$ cat src/rtl/vpipe_pkg.sv
// ---------------------------------------------------------------------------
// vpipe_pkg
// Shared definitions for the vpipe issue controller: instruction opcodes,
// field positions of the 8-bit instruction word, the bubble encoding, the
// issue-controller state type and small opcode decode helpers.
//
// Instruction word: [7:6] op, [5:4] rs1, [3:2] rs2, [1:0] rd
// ---------------------------------------------------------------------------
package vpipe_pkg;

  localparam logic [1:0] OP_NOP  = 2'b00;
  localparam logic [1:0] OP_ADD  = 2'b01;
  localparam logic [1:0] OP_SET  = 2'b10;
  localparam logic [1:0] OP_NAND = 2'b11;

  localparam int OP_MSB  = 7;
  localparam int OP_LSB  = 6;
  localparam int RS1_MSB = 5;
  localparam int RS1_LSB = 4;
  localparam int RS2_MSB = 3;
  localparam int RS2_LSB = 2;
  localparam int RD_MSB  = 1;
  localparam int RD_LSB  = 0;

  localparam int NUM_REGS = 4;

  // Bubble driven onto the pipeline whenever nothing issues.
  localparam logic [7:0] NOP_INST = 8'h00;

  typedef enum logic [1:0] {
    IDLE  = 2'd0,
    RUN   = 2'd1,
    STALL = 2'd2,
    DRAIN = 2'd3
  } state_e;

  function automatic logic reads_rs1(input logic [1:0] op);
    return (op == OP_ADD) || (op == OP_NAND);
  endfunction

  function automatic logic reads_rs2(input logic [1:0] op);
    return (op == OP_ADD) || (op == OP_NAND);
  endfunction

  function automatic logic writes_rd(input logic [1:0] op);
    return op != OP_NOP;
  endfunction

endpackage

$ cat src/rtl/vpipe_inst_fifo.sv
// ---------------------------------------------------------------------------
// vpipe_inst_fifo
// Synchronous instruction buffer with occupancy count. Push is ignored when
// full and pop is ignored when empty; the head entry is visible on rdata_o
// without a read latency so the controller can inspect it before popping.
//
// Ports:
//   clk      clock
//   rst      synchronous active-high reset (empties the buffer)
//   push_i   write wdata_i at the tail
//   pop_i    remove the head entry
//   wdata_i  entry to write
//   rdata_o  current head entry (undefined while empty)
//   count_o  occupancy, 0..DEPTH
//   full_o   occupancy == DEPTH
//   empty_o  occupancy == 0
// ---------------------------------------------------------------------------
module vpipe_inst_fifo #(
  parameter int DEPTH = 4,
  parameter int WIDTH = 8
) (
  input  logic                     clk,
  input  logic                     rst,
  input  logic                     push_i,
  input  logic                     pop_i,
  input  logic [WIDTH-1:0]         wdata_i,
  output logic [WIDTH-1:0]         rdata_o,
  output logic [$clog2(DEPTH):0]   count_o,
  output logic                     full_o,
  output logic                     empty_o
);

  localparam int AW = $clog2(DEPTH);
  localparam logic [AW-1:0] PTR_ONE  = AW'(1);
  localparam logic [AW:0]   CNT_ONE  = (AW + 1)'(1);
  localparam logic [AW:0]   CNT_FULL = (AW + 1)'(DEPTH);

  logic [WIDTH-1:0] mem_q [DEPTH];
  logic [AW-1:0]    wr_ptr_q;
  logic [AW-1:0]    rd_ptr_q;
  logic [AW:0]      count_q;
  logic             do_push;
  logic             do_pop;

  assign full_o  = (count_q == CNT_FULL);
  assign empty_o = (count_q == '0);
  assign do_push = push_i && !full_o;
  assign do_pop  = pop_i && !empty_o;
  assign rdata_o = mem_q[rd_ptr_q];
  assign count_o = count_q;

  // Pointers wrap naturally because DEPTH is a power of two.
  always_ff @(posedge clk) begin
    if (rst) begin
      wr_ptr_q <= '0;
      rd_ptr_q <= '0;
      count_q  <= '0;
    end else begin
      if (do_push) wr_ptr_q <= wr_ptr_q + PTR_ONE;
      if (do_pop)  rd_ptr_q <= rd_ptr_q + PTR_ONE;
      case ({do_push, do_pop})
        2'b10:   count_q <= count_q + CNT_ONE;
        2'b01:   count_q <= count_q - CNT_ONE;
        default: count_q <= count_q;
      endcase
    end
  end

  // NOTE: storage is deliberately left out of reset; occupancy and pointers
  // define which entries are meaningful, and an unreset array maps to RAM.
  always_ff @(posedge clk) begin
    if (do_push) mem_q[wr_ptr_q] <= wdata_i;
  end

endmodule

$ cat src/rtl/vpipe_issue_ctrl.sv
// ---------------------------------------------------------------------------
// vpipe_issue_ctrl
// In-order issue controller for the 4-register, 8-bit vpipe pipeline.
// Instructions are buffered in a small FIFO; a per-register down-counter
// scoreboard tracks outstanding writes, and the head is held (NOP bubbles
// issued) while it reads a register still being written. A level drain
// request stops intake, lets the buffer empty and the scoreboard settle,
// then pulses drain_done.
//
// Ports:
//   clk, rst     clock, synchronous active-high reset
//   in_inst      incoming instruction, in_valid qualifies it
//   in_ready     buffer not full and not draining
//   drain_req    level request to quiesce
//   drain_done   one-cycle pulse when the drain has completed
//   issue_inst   registered instruction for the pipeline (NOP when idle)
//   issue_valid  registered, issue_inst is a real instruction
//   stall        registered, head was held by a hazard last cycle
//   fifo_count   buffer occupancy
// ---------------------------------------------------------------------------
module vpipe_issue_ctrl
  import vpipe_pkg::*;
#(
  parameter int FIFO_DEPTH  = 4,
  parameter int WB_LAT      = 3,
  parameter int BYPASS_DIST = 0
) (
  input  logic                        clk,
  input  logic                        rst,
  input  logic [7:0]                  in_inst,
  input  logic                        in_valid,
  output logic                        in_ready,
  input  logic                        drain_req,
  output logic                        drain_done,
  output logic [7:0]                  issue_inst,
  output logic                        issue_valid,
  output logic                        stall,
  output logic [$clog2(FIFO_DEPTH):0] fifo_count
);

  localparam int AW = $clog2(FIFO_DEPTH);
  localparam int CW = ($clog2(WB_LAT + 1) < 2) ? 2 : $clog2(WB_LAT + 1);
  localparam logic [CW-1:0] CNT_WB  = CW'(WB_LAT);
  localparam logic [CW-1:0] CNT_ONE = CW'(1);
  localparam logic [AW:0]   OCC_ONE = (AW + 1)'(1);

  state_e        state_q;
  logic [7:0]    issue_inst_q;
  logic          issue_valid_q;
  logic          stall_q;
  logic          drain_done_q;
  logic [CW-1:0] cnt_q [NUM_REGS];
  logic [CW-1:0] cnt_d [NUM_REGS];

  logic [7:0]          head;
  logic [AW:0]         occ;
  logic                fifo_full;
  logic                fifo_empty;
  logic                push;
  logic                pop;
  logic [1:0]          head_op;
  logic [1:0]          head_rs1;
  logic [1:0]          head_rs2;
  logic [1:0]          head_rd;
  logic [NUM_REGS-1:0] reg_busy;
  logic                hazard;
  logic                head_blocked;
  logic                fifo_will_empty;
  logic                sb_clear_d;
  logic                drain_quiet;

  assign in_ready = !fifo_full && (state_q != DRAIN);
  assign push     = in_valid && in_ready;

  vpipe_inst_fifo #(
    .DEPTH (FIFO_DEPTH),
    .WIDTH (8)
  ) u_fifo (
    .clk     (clk),
    .rst     (rst),
    .push_i  (push),
    .pop_i   (pop),
    .wdata_i (in_inst),
    .rdata_o (head),
    .count_o (occ),
    .full_o  (fifo_full),
    .empty_o (fifo_empty)
  );

  assign head_op  = head[OP_MSB:OP_LSB];
  assign head_rs1 = head[RS1_MSB:RS1_LSB];
  assign head_rs2 = head[RS2_MSB:RS2_LSB];
  assign head_rd  = head[RD_MSB:RD_LSB];

  // A register is unsafe to read while its pending count exceeds the
  // forwarding distance; counts are the pre-update values of this cycle.
  // NOTE: every always_comb output gets a value on every path (here the loop
  // covers all entries) so no latch is inferred.
  always_comb begin
    for (int r = 0; r < NUM_REGS; r++) begin
      reg_busy[r] = int'(cnt_q[r]) > BYPASS_DIST;
    end
  end

  assign hazard = (reads_rs1(head_op) && reg_busy[head_rs1]) ||
                  (reads_rs2(head_op) && reg_busy[head_rs2]);
  assign head_blocked = !fifo_empty && hazard;
  assign pop          = !fifo_empty && !hazard && (state_q != IDLE);

  assign fifo_will_empty = fifo_empty ? !push
                                      : ((occ == OCC_ONE) && pop && !push);

  // Next scoreboard: all pending counts age by one; a write issuing now
  // restarts its destination at WB_LAT, overriding the decrement.
  // NOTE: combinational blocks use blocking '=' so later statements see the
  // earlier result; clocked state is only ever updated with '<='.
  always_comb begin
    for (int r = 0; r < NUM_REGS; r++) begin
      cnt_d[r] = (cnt_q[r] != '0) ? cnt_q[r] - CNT_ONE : '0;
    end
    if (pop && writes_rd(head_op)) begin
      cnt_d[head_rd] = CNT_WB;
    end
  end

  always_comb begin
    sb_clear_d = 1'b1;
    for (int r = 0; r < NUM_REGS; r++) begin
      if (cnt_d[r] != '0) sb_clear_d = 1'b0;
    end
  end

  // The drain is judged on the post-edge view so drain_done is visible in
  // the first cycle the buffer is empty and every write has landed.
  assign drain_quiet = fifo_will_empty && sb_clear_d;

  always_ff @(posedge clk) begin
    if (rst) begin
      for (int r = 0; r < NUM_REGS; r++) cnt_q[r] <= '0;
    end else begin
      for (int r = 0; r < NUM_REGS; r++) cnt_q[r] <= cnt_d[r];
    end
  end

  always_ff @(posedge clk) begin
    if (rst) begin
      state_q       <= IDLE;
      issue_inst_q  <= NOP_INST;
      issue_valid_q <= 1'b0;
      stall_q       <= 1'b0;
      drain_done_q  <= 1'b0;
    end else begin
      issue_inst_q  <= pop ? head : NOP_INST;
      issue_valid_q <= pop && (head_op != OP_NOP);
      stall_q       <= head_blocked;
      drain_done_q  <= 1'b0;
      case (state_q)
        IDLE: begin
          if (drain_req)  state_q <= DRAIN;
          else if (push)  state_q <= RUN;
        end
        RUN: begin
          if (drain_req)            state_q <= DRAIN;
          else if (head_blocked)    state_q <= STALL;
          else if (fifo_will_empty) state_q <= IDLE;
        end
        STALL: begin
          // The head issues in the same cycle its hazard clears.
          if (drain_req)          state_q <= DRAIN;
          else if (!head_blocked) state_q <= fifo_will_empty ? IDLE : RUN;
        end
        DRAIN: begin
          if (drain_quiet) begin
            drain_done_q <= 1'b1;
            state_q      <= IDLE;
          end
        end
        default: state_q <= IDLE;
      endcase
    end
  end

  assign issue_inst  = issue_inst_q;
  assign issue_valid = issue_valid_q;
  assign stall       = stall_q;
  assign drain_done  = drain_done_q;
  assign fifo_count  = occ;

endmodule

$ cat config.mk
export PLATFORM = sky130hd
export DESIGN_NAME = vpipe_issue_ctrl
export DESIGN_NICKNAME = d
export VERILOG_FILES = /design/src/rtl/vpipe_pkg.sv /design/src/rtl/vpipe_inst_fifo.sv /design/src/rtl/vpipe_issue_ctrl.sv
export SDC_FILE = /design/constraint.sdc
export NUM_CORES = 1
export LEC_CHECK = 0
export CORE_MARGIN = 4
export CORE_UTILIZATION = 60
export DETAILED_ROUTE_END_ITERATION = 8
export GPL_TIMING_DRIVEN = 0
export PLACE_DENSITY = 0.85
export SLEW_MARGIN = 15
export SYNTH_ARGS = -nofsm -noshare
export SYNTH_HDL_FRONTEND = slang
export SYNTH_SLANG_ARGS = --single-unit
$ cat constraint.sdc
create_clock -name clk -period 7.26 [get_ports clk]
set_input_delay 1.452 -clock clk [delete_from_list [all_inputs] [get_ports clk]]
set_output_delay 1.452 -clock clk [all_outputs]
set_load 0.01 [all_outputs]
# --- Yosys cells after proc, flatten, opt, wreduce, memory -nomap -nowiden ---
# Memories as Yosys holds them, arrays and structs flattened. A register that Yosys moved wholly into a read port is not among the register bits.
# Index checks and enable logic that the tools add are counted.
word_totals:
  ff_bits: 20
  latchBits: 0
  ramBits: 40
  romBits: 0
  in_bits: 12
  output_inout_bits: 15
  word_cells: 123
  n_memories: 2
op_classes:
  add_sub_neg: 8
  n_mul: 0
  div: 0
  order_cmp: 8
  eq_ne: 14
  shift: 0
  n_mux: 39
  n_bitwise: 8
  n_reduce_logical: 36
mem_list:
  columns: ["name", "words", "width", "rd", "rd_clocked_by_memory_dff", "wr", "line_no", "source"]
  rows:
  - ["u_fifo.mem_q", 4, 8, 1, 1, 1, "vpipe_inst_fifo.sv:38", "logic [WIDTH-1:0] mem_q [DEPTH];"]
  - ["cnt_q", 4, 2, 4, 0, 4, "vpipe_issue_ctrl.sv:52", "logic [CW-1:0] cnt_q [NUM_REGS];"]
ops:
  columns: ["op", "n"]
  rows:
  - ["2-to-1 mux 2 bit", 19]
  - ["nonzero test 2 bit", 11]
  - ["logical AND 1 bit", 14]
  - ["2-to-1 mux 1 bit", 14]
  - ["equality test 2 bit, second input constant", 4]
  - ["greater-than comparator 2 x 1 -> 1 bit, second input constant", 4]
  - ["2-to-1 mux 8 bit", 1]
  - ["OR 8 bit", 1]
  - ["case mux 2 bit (4 select lines)", 1]
  - ["subtractor 2 x 1 -> 2 bit, second input constant", 4]
  - ["equality test 2 x 1 -> 1 bit, second input constant", 3]
  - ["less-than comparator 2 x 3 -> 1 bit, second input constant", 2]
  - ["inequality test 3 bit, second input constant", 2]
  - ["case mux 3 bit (2 select lines)", 1]
  - ["adder 2 x 1 -> 2 bit, second input constant", 2]
  - ["binary-select mux 1 bit (select 2 bit)", 2]
  - ["demux 2 bit (select 2 bit)", 1]
  - ["zero test 1 bit", 4]
  - ["inequality test 2 bit, second input constant", 2]
  - ["inequality test 4 bit, second input constant", 1]
  - ["OR 1 bit", 4]
  - ["AND reduction 4 bit", 1]
  - ["OR reduction 2 bit", 2]
  - ["adder 3 x 1 -> 3 bit, second input constant", 1]
  - ["other kinds (10)", 12]

# --- Depth between registers and ports, before layout ---
logic_depth:
  ltp_word: 18
  depth_mapped: 10
  ltp_nobuf: 9

# --- Hierarchy ---
# A second synthesis with hierarchy kept.
hier_totals:
  cells_unflattened: 186
  hier_area_um2: 2527.4
by_module_without_submodules:
  columns: ["module", "instances", "cells_per_inst", "area_per_inst_um2", "seq_area_each_um2"]
  rows:
  - ["vpipe_inst_fifo", 1, 96, 1635.3, 1141.1]
  - ["vpipe_issue_ctrl", 1, 90, 892.1, 420.4]

# --- Least setup slack after synthesis ---
# OpenSTA, ideal clock, no wires.
synth_timing:
  path_type: "flip-flop to flip-flop"
  from: "reg with a tool-made name"
  to: "reg u_fifo.count_q[2], in the netlist u_fifo.count_o[2]"
  setup_time_ns: 0.071
  arrival_time_ns: 2.517
  setup_slack_ns: 4.672
  path_stages_with_launch: 10
  path_buffers: 1
  synth_period_minus_slack_ns: 2.588
  path_cell_list: "dfxtp_1 -> buf_6 -> mux4_2 -> mux2i_1 -> mux2i_2 -> nand2_2 -> a21oi_1 -> ha_1 -> or3_1 -> a21oi_1"
synth_rtl:
  columns: ["element", "line_no", "source"]
  rows:
  - ["to (signal assigned)", "vpipe_inst_fifo.sv:62", "2'b10: count_q <= count_q + CNT_ONE;"]
  - ["to (signal assigned)", "vpipe_inst_fifo.sv:63", "2'b01: count_q <= count_q - CNT_ONE;"]
  - ["to (signal assigned)", "vpipe_inst_fifo.sv:64", "default: count_q <= count_q;"]
  - ["to (decl)", "vpipe_inst_fifo.sv:41", "logic [AW:0] count_q;"]

# --- Worst setup path after layout ---
layout_timing:
  from: "reg u_fifo.count_q[0], in the netlist u_fifo.count_o[0]"
  to: "out in_ready"
layout_between:
  elab_chain_len: 3
layout_lines:
  columns: ["element", "line_no", "source"]
  rows:
  - ["equality test 3 bit", "vpipe_inst_fifo.sv:45", "assign full_o = (count_q == CNT_FULL);"]
  - ["zero test 1 bit", "vpipe_issue_ctrl.sv:72", "assign in_ready = !fifo_full && (state_q != DRAIN);"]
  - ["logical AND 1 bit", "vpipe_issue_ctrl.sv:72", null]
  - ["to (decl)", "vpipe_issue_ctrl.sv:32", "output logic in_ready,"]
# No other way between the ends.

==> metrics.md <==
| Metric | Value |
|---|---|
| Register share of total power | 42.4% |
| FFs w/ async S/R, synth | 0% |
| CTS Hold Bufs | 0 |
| Most used flip-flop cell after synthesis | edfxtp_1 |
| GR Util met1 | 23.02% |
| Chip width | 73.37 µm |
| Largest net degree at the start of global routing | 11 |
| Initial Utilization | 63.18% |
| Hold slack | 478.6 ps |
| Diode count | 0 |
| M3 GR Usage | 6.977% |
| Max cap viols | 0 |
| Total number of vias | 1,610 |
| Clk root buf | clkbuf_8 |
| Mapped cell area | 2564 µm² |
| Sw Ratio | 30.16% |
| Number of enable flip-flop cells after synthesis | 32 |
| Post_cts resized | 0 |
| Run status | completed |
| Post-CTS Setup Inserts | 0 |
| # rows | 23 |
| Max Root-Sink Buffers | 2 |
| CP Capture Type | output pin |
| Worst EP required | 5810 ps |
| F_max | 0.2782 GHz |
| Commonest non-fill, non-tap cells in the layout | edfxtp_1, dfxtp_1, clkdlybuf4s50_1 |
| Post-detail-place hpwl | 3162 µm |
| Netlist cell types | 44 |
| # placed instances | 271 |
| Synth warnings | 0 |
| Vias in the first global route | 1,485 |
| Sequential fraction of the synthesis area | 60.91% |
| # nets final | 253 |
| Placeable Area | 4058 µm² |
| Pleak | 1.109 nW |
| Cells on worst reg2reg path | 9 |
| RSZ-0062 raised after global routing | false |
| Initial antenna violation count | 0 |
| Die H | 73.37 µm |
| Critical Path Stages | 4 |
| Post-synthesis mux area share | 10.35% |
| Worst reg2reg path endpoint | u_fifo.count_o[2] |
| R2R Setup Slk | 4380 ps |
| CP delay by family, top | buffers and inverters |
| Period minus WS final | 3595 ps |
| Total grt overflow | 0 |
| CTS buffer count | 9 |
| Overall power | 0.001045 W |
| Rel. slew slack | 65.38% |
| Gr busiest metal | met2 |
| Final Setup Violations | 0 |
| Compound-Gate Fraction of Synth Area | 8.492% |
| Synth-to-Final Area Change | 19.52% |
| Detailed Route WL | 4558 µm |
| H-tree Lvls | 3 |
| Global-route wire length before repair | 7320 µm |
| Die area | 5382 µm² |
| Antenna Nets Post-Route | 0 |
| Tcrit/Tclk final | 49.51% |
| Worst EP arrival | 2140 ps |
| Synth Area in Adders | 4.783% |
| Routability cong. | 0.8405 |
| Worst-path clk slew | 60 ps |
| Gate power share | 30.9% |
| Clock power frac | 26.8% |
| P per Cell Area | 341.1 nW/µm² |
| Setup TNS | 0 ps |
| Setup Crit Path Kind | flip-flop to output pin |
| Pins Over Slew Limit | 0 |
| 1st-pass router iterations | 4 |
| #FFs+latches synth | 62 |
| Drt via density | 5.610 |
| Most common cell after layout, fill and taps aside | edfxtp_1 |
| GRT Util Overall | 18.73% |
| Average size of a mapped cell | 13.15 µm² |
| Clock sink count | 62 |
| Synth Area in XOR/XNOR | 1.708% |
| Worst skew pair latency | 340 ps |
| DRC | 0 |
| # IOs | 27 |
| Simple logic cell fraction of the synthesized area | 11.22% |
| Final Non-Filler Cells | 287 |
| Iter 0 DRT Violations | 153 |
| DR WL/cell | 15.88 µm |
| Crit path buf inv count | 2 |
| Synth area leaders | edfxtp_1, dfxtp_1, mux4_2 |
| Mapped Cells | 195 |
| Final Util | 75.52% |
| Slowest stage delay, CP | 630 ps |
| Area leader, netlist | edfxtp_1 |
| Critical path launch point | u_fifo.count_o[0] |
| Largest family of logic cells by synthesized area | simple AND/OR/NAND/NOR gates |
| Synth top area share | 37.48% |
| Slew @ Worst Pin | 519.3 ps |
| Syn Nets | 216 |
| Worst setup path end | in_ready |
| Layout cells sized above 1 | 10.55% |
| CTS tree | done |
| Port bufs | 26 |
| Net switching power | 0.0003153 W |
| Cells along the critical path | inv_1 -> ha_1 -> a22oi_1 -> clkdlybuf4s50_1 |
| Met2 GRT Util | 30.69% |
| Crit-path slowest cell | clkdlybuf4s50_1 |
| Final Hold Vio Count | 0 |
| Startpoint Class | flip-flop |
| Final Skew | 8.295 ps |
| Cell Int Power | 0.0007299 W |
| Hold Crit Class | flip-flop to flip-flop |
| Crit-path max FO | 6 |
| Peak supply drop | 0.2104 mV |
## cell type report
| class | count | area (µm²) |
|---|---|---|
| multi-input combinational | 118 | 937.1 |
| timing repair buffer | 26 | 260.3 |
| sequential | 62 | 1562 |
| inverter | 10 | 37.54 |
| buffer | 5 | 27.53 |
| tap | 50 | 62.56 |
| fill | 276 | 993.5 |
| clock inverter | 2 | 35.03 |
| clock buffer | 14 | 142.6 |
## power groups by stage
stage | Clock [W] | Combinational, W | Sequential [W]
2_1_floorplan | 0 | 0.000223 | 0.000453
5_1_grt | 0.000301 | 0.000353 | 0.000447
3_3_place_gp | 0 | 0.000315 | 0.000447
3_5_place_dp | 0 | 0.000320 | 0.000450
4_1_cts | 0.000283 | 0.000325 | 0.000443
6_report | 0.000280 | 0.000323 | 0.000443
## tightest hold or removal path, stage by stage, from the launching register on
cell and delay [ps]:
dfxtp_1 320, nand2_1 70, a21oi_1 50
## per-stage QoR
step / worst slack, ps / cell area (µm²)
detailed placement: 4022 / 2887
global placement: 4033 / 2887
CTS: 3646 / 3064
floorplan: 4672 / 2564
global route: 3531 / 3064
finish: 3665 / 3064
## synth_stat cells, drive strengths merged, types with 3 or more instances
library cell and number:
ha 9, nand2b 5, mux4 8, mux2i 7, edfxtp 32, inv 10
xnor2 3, and3 4, nand3 3, and2 8, a21oi 15, nor2 14
a211oi 4, dfxtp 30, o21ai 4, nand2 10, clkbuf 4
## per-layer routing
| layer | share of wire [%] | up-vias |
|---|---|---|
| li1 | - | 790 |
| met1 | 43 | 768 |
| met2 | 50 | 44 |
| met3 | 5.3 | 8 |
| met4 | 1.2 | 0 |
| met5 | 0 | - |
## kinds of logic after synthesis
group,after synthesis
buf+inv,15
fa+ha+maj,10
xor+xnor,5
mux,15
flops,62
compound gates,33
simple gates,55
## state kept, by name (all words and copies together), names as in the netlist, named ones only
register / count
cnt_q: 8
drain_done: 1
issue_inst: 8
issue_valid: 1
stall: 1
state_q: 2
u_fifo.count_o: 3
u_fifo.mem_q: 32
u_fifo.rd_ptr_q: 2
u_fifo.wr_ptr_q: 2
## worst min path at each step
stage / start / end / slack, ps / cells after the start
floorplan: cnt_q[3][0] / cnt_q[3][1] / 450 / 2
global placement: cnt_q[3][0] / cnt_q[3][1] / 460 / 2
detailed placement: cnt_q[2][0] / cnt_q[2][1] / 470 / 2
CTS: cnt_q[2][0] / cnt_q[2][1] / 480 / 2
global route: cnt_q[2][0] / cnt_q[2][1] / 510 / 2
finish: cnt_q[1][0] / cnt_q[1][1] / 480 / 2
No activity file was read; power rests on OpenSTA's default activity.
